$ cat config.mk
export PLATFORM = sky130hd
export DESIGN_NAME = instruction_line_responder
export DESIGN_NICKNAME = d
export VERILOG_FILES = /design/src/rtl/icache_pkg.sv /design/src/rtl/line_assembler.sv /design/src/rtl/instruction_line_responder.sv
export SDC_FILE = /design/constraint.sdc
export NUM_CORES = 2
export LEC_CHECK = 0
export ABC_CLOCK_PERIOD_IN_PS = 2630
export BUFFER_PORTS_ARGS = -buffer_cell sky130_fd_sc_hd__buf_4
export CAP_MARGIN = 0
export CORE_ASPECT_RATIO = 0.8
export CORE_MARGIN = 2
export CORE_UTILIZATION = 53
export DETAILED_ROUTE_END_ITERATION = 12
export MAX_ROUTING_LAYER = met4
export PLACE_DENSITY = 0.76
export SLEW_MARGIN = 20
export SYNTH_ARGS = -nofsm -noshare
export SYNTH_HDL_FRONTEND = slang
export SYNTH_SLANG_ARGS = --single-unit
$ cat constraint.sdc
create_clock -name clk -period 2.63 [get_ports clk]
set_input_delay 0.526 -clock clk [delete_from_list [all_inputs] [get_ports clk]]
set_output_delay 0.526 -clock clk [all_outputs]
set_load 0.01 [all_outputs]
$ cat src/rtl/icache_pkg.sv
`default_nettype none
// +----------------------------------------------------------------------+
// | icache_pkg                                                           |
// | Shared geometry and state encoding for instruction-line fills.       |
// | Revision: 1.0                                                        |
// +----------------------------------------------------------------------+
package icache_pkg;

    localparam int LINE_BITS       = 256;
    localparam int WORDS_PER_LINE  = 8;
    localparam int BLOCK_ADDR_BITS = 9;
    localparam int WORD_ADDR_BITS  = 12;
    localparam int WORD_BITS       = 32;

    localparam logic [1:0] IDLE = 2'd0;
    localparam logic [1:0] FILL = 2'd1;
    localparam logic [1:0] DONE = 2'd2;

endpackage
`default_nettype wire

$ cat src/rtl/line_assembler.sv
`default_nettype none
// +----------------------------------------------------------------------+
// | line_assembler                                                       |
// | 256-bit line register with per-slot word write and a clear.          |
// | Revision: 1.0                                                        |
// +----------------------------------------------------------------------+
module line_assembler
    import icache_pkg::*;
(
    input  logic                 clk,
    input  logic                 reset,
    input  logic                 i_clear,
    input  logic                 i_wr_en,
    input  logic [2:0]           i_slot,
    input  logic [WORD_BITS-1:0] i_wdata,
    output logic [LINE_BITS-1:0] o_line_next
);

    logic [LINE_BITS-1:0] r_line;

    // The next value is exported so the final word can be captured in the same edge.
    always_comb begin
        o_line_next = r_line;
        if (i_clear) begin
            o_line_next = '0;
        end else if (i_wr_en) begin
            o_line_next[{i_slot, 5'b00000} +: WORD_BITS] = i_wdata;
        end
    end

    always_ff @(posedge clk) begin
        if (reset) begin
            r_line <= '0;
        end else begin
            r_line <= o_line_next;
        end
    end

endmodule
`default_nettype wire

$ cat src/rtl/instruction_line_responder.sv
`default_nettype none
// +----------------------------------------------------------------------+
// | instruction_line_responder                                           |
// | Fills 256-bit icache lines from eight word reads, with a one-entry   |
// | last-line buffer. Revision: 1.0                                      |
// +----------------------------------------------------------------------+
module instruction_line_responder
    import icache_pkg::*;
#(
    parameter int MAX_OUTSTANDING = 2,
    parameter int BUF_ENABLE      = 1
) (
    input  logic                       clk,
    input  logic                       reset,
    input  logic                       readmem,
    input  logic [BLOCK_ADDR_BITS-1:0] mem_block_addr,
    input  logic                       flush,
    output logic [LINE_BITS-1:0]       new_line,
    output logic                       line_ready,
    output logic                       busy,
    output logic                       wmem_req,
    output logic [WORD_ADDR_BITS-1:0]  wmem_addr,
    input  logic                       wmem_gnt,
    input  logic                       wmem_rvalid,
    input  logic [WORD_BITS-1:0]       wmem_rdata
);

    localparam logic [3:0] c_MAX_OUT = 4'(MAX_OUTSTANDING);
    localparam logic [3:0] c_WORDS   = 4'(WORDS_PER_LINE);
    localparam logic       c_BUF_EN  = (BUF_ENABLE != 0);

    logic [1:0]                 r_state,     w_state_d;
    logic [BLOCK_ADDR_BITS-1:0] r_blk,       w_blk_d;
    logic [3:0]                 r_issue_cnt, w_issue_cnt_d;
    logic [3:0]                 r_resp_cnt,  w_resp_cnt_d;
    logic                       r_withdrawn, w_withdrawn_d;
    logic                       r_flush_pend, w_flush_pend_d;
    logic                       r_buf_valid, w_buf_valid_d;
    logic [BLOCK_ADDR_BITS-1:0] r_buf_tag,   w_buf_tag_d;
    logic [LINE_BITS-1:0]       r_buf_line,  w_buf_line_d;
    logic [LINE_BITS-1:0]       r_new_line,  w_new_line_d;
    logic                       r_line_ready, w_line_ready_d;
    logic                       r_busy,      w_busy_d;

    logic                 w_req;
    logic                 w_issue;
    logic                 w_resp;
    logic                 w_hit;
    logic                 w_asm_clear;
    logic [LINE_BITS-1:0] w_line_next;

    assign w_req = (r_state == FILL) && (r_issue_cnt < c_WORDS) &&
                   ((r_issue_cnt - r_resp_cnt) < c_MAX_OUT);
    assign w_issue     = w_req && wmem_gnt;
    assign w_resp      = (r_state == FILL) && wmem_rvalid && (r_resp_cnt < c_WORDS);
    assign w_hit       = c_BUF_EN && r_buf_valid && (r_buf_tag == mem_block_addr) && !flush;
    assign w_asm_clear = (r_state == IDLE) && readmem && !w_hit;

    line_assembler u_line_assembler (
        .clk         (clk),
        .reset       (reset),
        .i_clear     (w_asm_clear),
        .i_wr_en     (w_resp),
        .i_slot      (r_resp_cnt[2:0]),
        .i_wdata     (wmem_rdata),
        .o_line_next (w_line_next)
    );

    always_comb begin
        w_state_d      = r_state;
        w_blk_d        = r_blk;
        w_issue_cnt_d  = r_issue_cnt;
        w_resp_cnt_d   = r_resp_cnt;
        w_withdrawn_d  = r_withdrawn;
        w_flush_pend_d = r_flush_pend;
        w_buf_valid_d  = r_buf_valid;
        w_buf_tag_d    = r_buf_tag;
        w_buf_line_d   = r_buf_line;
        w_new_line_d   = r_new_line;
        w_line_ready_d = 1'b0;
        w_busy_d       = r_busy;

        case (r_state)
            IDLE: begin
                if (flush) begin
                    w_buf_valid_d = 1'b0;
                end
                if (readmem) begin
                    w_blk_d  = mem_block_addr;
                    w_busy_d = 1'b1;
                    if (w_hit) begin
                        w_new_line_d   = r_buf_line;
                        w_line_ready_d = 1'b1;
                        w_state_d      = DONE;
                    end else begin
                        w_issue_cnt_d  = '0;
                        w_resp_cnt_d   = '0;
                        w_withdrawn_d  = 1'b0;
                        w_flush_pend_d = 1'b0;
                        w_state_d      = FILL;
                    end
                end
            end

            FILL: begin
                if (w_issue) begin
                    w_issue_cnt_d = r_issue_cnt + 4'd1;
                end
                if (w_resp) begin
                    w_resp_cnt_d = r_resp_cnt + 4'd1;
                end
                if (!readmem) begin
                    w_withdrawn_d = 1'b1;
                end
                if (flush) begin
                    w_flush_pend_d = 1'b1;
                    w_buf_valid_d  = 1'b0;
                end
                // Last word arrives: the line is complete this edge.
                if (w_resp && (r_resp_cnt == c_WORDS - 4'd1)) begin
                    w_new_line_d   = w_line_next;
                    w_buf_line_d   = w_line_next;
                    w_buf_tag_d    = r_blk;
                    w_buf_valid_d  = c_BUF_EN && !r_flush_pend && !flush;
                    w_line_ready_d = !r_withdrawn && readmem;
                    w_state_d      = DONE;
                end
            end

            DONE: begin
                if (flush) begin
                    w_buf_valid_d = 1'b0;
                end
                w_busy_d  = 1'b0;
                w_state_d = IDLE;
            end

            default: begin
                w_busy_d  = 1'b0;
                w_state_d = IDLE;
            end
        endcase
    end

    always_ff @(posedge clk) begin
        if (reset) begin
            r_state      <= IDLE;
            r_blk        <= '0;
            r_issue_cnt  <= '0;
            r_resp_cnt   <= '0;
            r_withdrawn  <= 1'b0;
            r_flush_pend <= 1'b0;
            r_buf_valid  <= 1'b0;
            r_buf_tag    <= '0;
            r_buf_line   <= '0;
            r_new_line   <= '0;
            r_line_ready <= 1'b0;
            r_busy       <= 1'b0;
        end else begin
            r_state      <= w_state_d;
            r_blk        <= w_blk_d;
            r_issue_cnt  <= w_issue_cnt_d;
            r_resp_cnt   <= w_resp_cnt_d;
            r_withdrawn  <= w_withdrawn_d;
            r_flush_pend <= w_flush_pend_d;
            r_buf_valid  <= w_buf_valid_d;
            r_buf_tag    <= w_buf_tag_d;
            r_buf_line   <= w_buf_line_d;
            r_new_line   <= w_new_line_d;
            r_line_ready <= w_line_ready_d;
            r_busy       <= w_busy_d;
        end
    end

    assign new_line   = r_new_line;
    assign line_ready = r_line_ready;
    assign busy       = r_busy;
    assign wmem_req   = w_req;
    assign wmem_addr  = w_req ? {r_blk, r_issue_cnt[2:0]} : '0;

endmodule
`default_nettype wire
==> impl_metrics.toml <==
[cells_and_area]
fin_util_pct = 64.1
fin_nets = 3629
layout_commonest_cell = "dfxtp_1"
final_cell_mix = "dfxtp_1, nor2_1, mux2i_1"
syn_to_final_growth_pct = 19.2
design_area_um2 = 38300
fin_cells = 4417
drive_gt1_share_pct = 16.8

[timing]
period_share_pct = 123
tightest_slew_ns = 0.628
finalHoldViolations = 0
min_period_ns = 3.23
tns_ns = -7.45
slew_violations = 0
grt_setup_unrepaired = "yes"
holdWs_ns = 0.172
worst_slack_ns = -0.597
fin_skew_ns = 0.0183
clock.fmax_mhz = 310
setup_viol = 13
slew_headroom_pct = 58.1

[route]
wl_per_cell_um = 19.9
vias = 24695
drc_errors = 0
first_iter_violations = 2001
wl_um = 87800
dr.pass1.iters = 5
ant_nets = 0
avgViaCountPerCell = 5.59

[global_route]
grt_use_total_pct = 28.2
grt_pass1_vias = 23137
antenna_found_initial = 14
gr-total-overflow = 0
grt_pass1_wl_um = 134000
grt_max_degree = 127

[yosys]
synthAdderAreaFrac_pct = 0.296
syn-num-nets = 3400
synth_edf_count = 0
synth_area_um2 = 32200
synth_top_family_by_area = "simple AND/OR/NAND/NOR gates"
avgSynthCellArea_um2 = 9.62
synth_cell_type_count = 52
synth_cells = 3346
ys_ff_latch = 801
synth_compound_area_share_pct = 14.8
synth_flop_cell = "dfxtp_1"
synth_seq_area_share_pct = 49.8
synth.mux.area_fraction_pct = 13.9
synth-xor-area-share_pct = 0.299
synthArstFlopShare_pct = 0
yosysWarnings = 0
synth-simple-area-share_pct = 16.1

[setup_path]
reg2reg_depth = 9
required_ns = 2.10
cp-end-kind = "primary output"
crit_arrival_ns = 2.70
rrSetupSlack_ns = 0.15
r2r-start = "r_resp_cnt[0]"
cp_max_fo = 8
critical_path_class = "flip-flop to primary output"
r2r_end = "new_line[130]"
crit_start = "r_issue_cnt[0]"
crit_path_start_kind = "flip-flop"

[die]
row_count = 80
core-area_um2 = 59900
fp.dieH_um = 224
design.die.area_um2 = 62700
initial_core_util_pct = 53.8
dieWidth_um = 279
ios = 318

[cts]
postCtsHoldBufs = 0
cts-root-buf = "clkbuf_16"
clkSlewWorstSetupHoldPaths_ns = 0.06
cts_buffer_depth = 3
htreeDepth = 3
clk_latency_ns = 0.63
cts_tree = "built"
numCtsBuffers = 78
clock_sinks = 801

[power]
p_leak_nw = 15.0
power.total_mw = 25.3
powerDensity_nw_per_um2 = 660
peakVddDrop_mv = 0.468

[placement]
port_buffers = 317
dp_slack_ns = -0.178
hpwl_um = 54500
gp_congestion = 0.850
placedCellCount = 4269
place_area_um2 = 35600

[status]
status = "finished with violations"
violations = "setup timing"

[worst_hold_path]
hold_start = "mem_block_addr[3]"
min_to = "r_blk[3]"
min_path_type = "primary input to flip-flop"
hold_path_depth = 3

[job]
drv_cap = 0
[cell type report]
type,instances,area (um^2)
Antenna cell,4,10.0
Fill cell,4860,21500
Timing Repair Buffer,453,3940
Clock buffer,113,2280
Tap cell,779,975
Clock inverter,26,360
Multi-Input combinational cell,2234,14700
Sequential cell,801,16000
Inverter,7,26.3
[cell usage after synthesis, drive strengths merged, types with 2 or more instances]
cell type | n | share of area (%)
nand4 | 7 | 0.14
xnor2 | 8 | 0.22
mux2i | 448 | 14
and4 | 3 | 0.082
a21oi | 94 | 1.5
nand3 | 6 | 0.093
nand4b | 3 | 0.082
xor2 | 3 | 0.082
nand2 | 41 | 0.49
a211o | 192 | 5.2
clkbuf | 191 | 2.6
o31ai | 3 | 0.070
o211ai | 2 | 0.047
buf | 113 | 2.0
ha | 6 | 0.23
nand2b | 185 | 3.6
o21ai | 4 | 0.062
or2b | 10 | 0.27
dfxtp | 801 | 50
nor4 | 2 | 0.086
or3 | 2 | 0.039
a31oi | 3 | 0.058
a22o | 64 | 1.7
and2 | 62 | 1.2
o22ai | 2 | 0.039
and3 | 27 | 0.52
a211oi | 256 | 6.0
nor2b | 3 | 0.058
or4 | 3 | 0.070
inv | 7 | 0.082
nor2 | 781 | 9.1
[state kept, by name (all words and copies together) (netlist names)]
signal                   flops
new_line                   256
r_buf_line                 256
u_line_assembler.r_line    256
r_blk                        9
r_buf_tag                    9
r_issue_cnt                  4
r_resp_cnt                   4
r_state                      2
busy                         1
line_ready                   1
r_buf_valid                  1
r_flush_pend                 1
r_withdrawn                  1
[worst max-delay path by stage]
stage | endpoint | cells past startpoint
after CTS | wmem_addr[10] | 7
after global placement | wmem_addr[5] | 7
after global routing | wmem_addr[5] | 7
after detailed placement | wmem_addr[10] | 7
final | wmem_addr[10] | 7
after floorplan | new_line[151] | 12
[repair_timing]
item | CTS | global route
resized for setup | 6 | 15
endpoints found under the setup margin | 13 | 13
pin swaps | 1 | 2
setup buffers | 2 | 3
[report_power, final]
| group | internal [mW] | total (mW) | switching [mW] |
|---|---|---|---|
| clock | 6.81 | 11.5 | 4.71 |
| sequential | 12.2 | 12.2 | 0.0180 |
| combinational | 0.546 | 1.63 | 1.08 |
[cells by family after synthesis]
logic type	count (synthesis)
AND/OR/NAND/NOR	1143
flip-flops	801
AO/OA/AOI/OAI	625
multiplexers	448
buffers and inverters	311
XOR/XNOR	11
adder cells (fa/ha/maj)	7
[worst max-delay path, stage by stage, from the launching register on]
cell and delay (ns):
dfxtp_2 0.32, nand2b_4 0.13, fa_1 0.46, or4_4 0.55, nor2_4 0.20, buf_6 0.16, and2_4 0.14, buf_4 0.11
[routing by layer]
layer	global-route usage, %	vias up	wire, um
li1	-	12105	-
met1	37.3	11746	38900
met2	43.1	668	39400
met3	4.93	176	5980
met4	11.4	0	3520
met5	-	-	0
(Power assumes the default switching activity.)
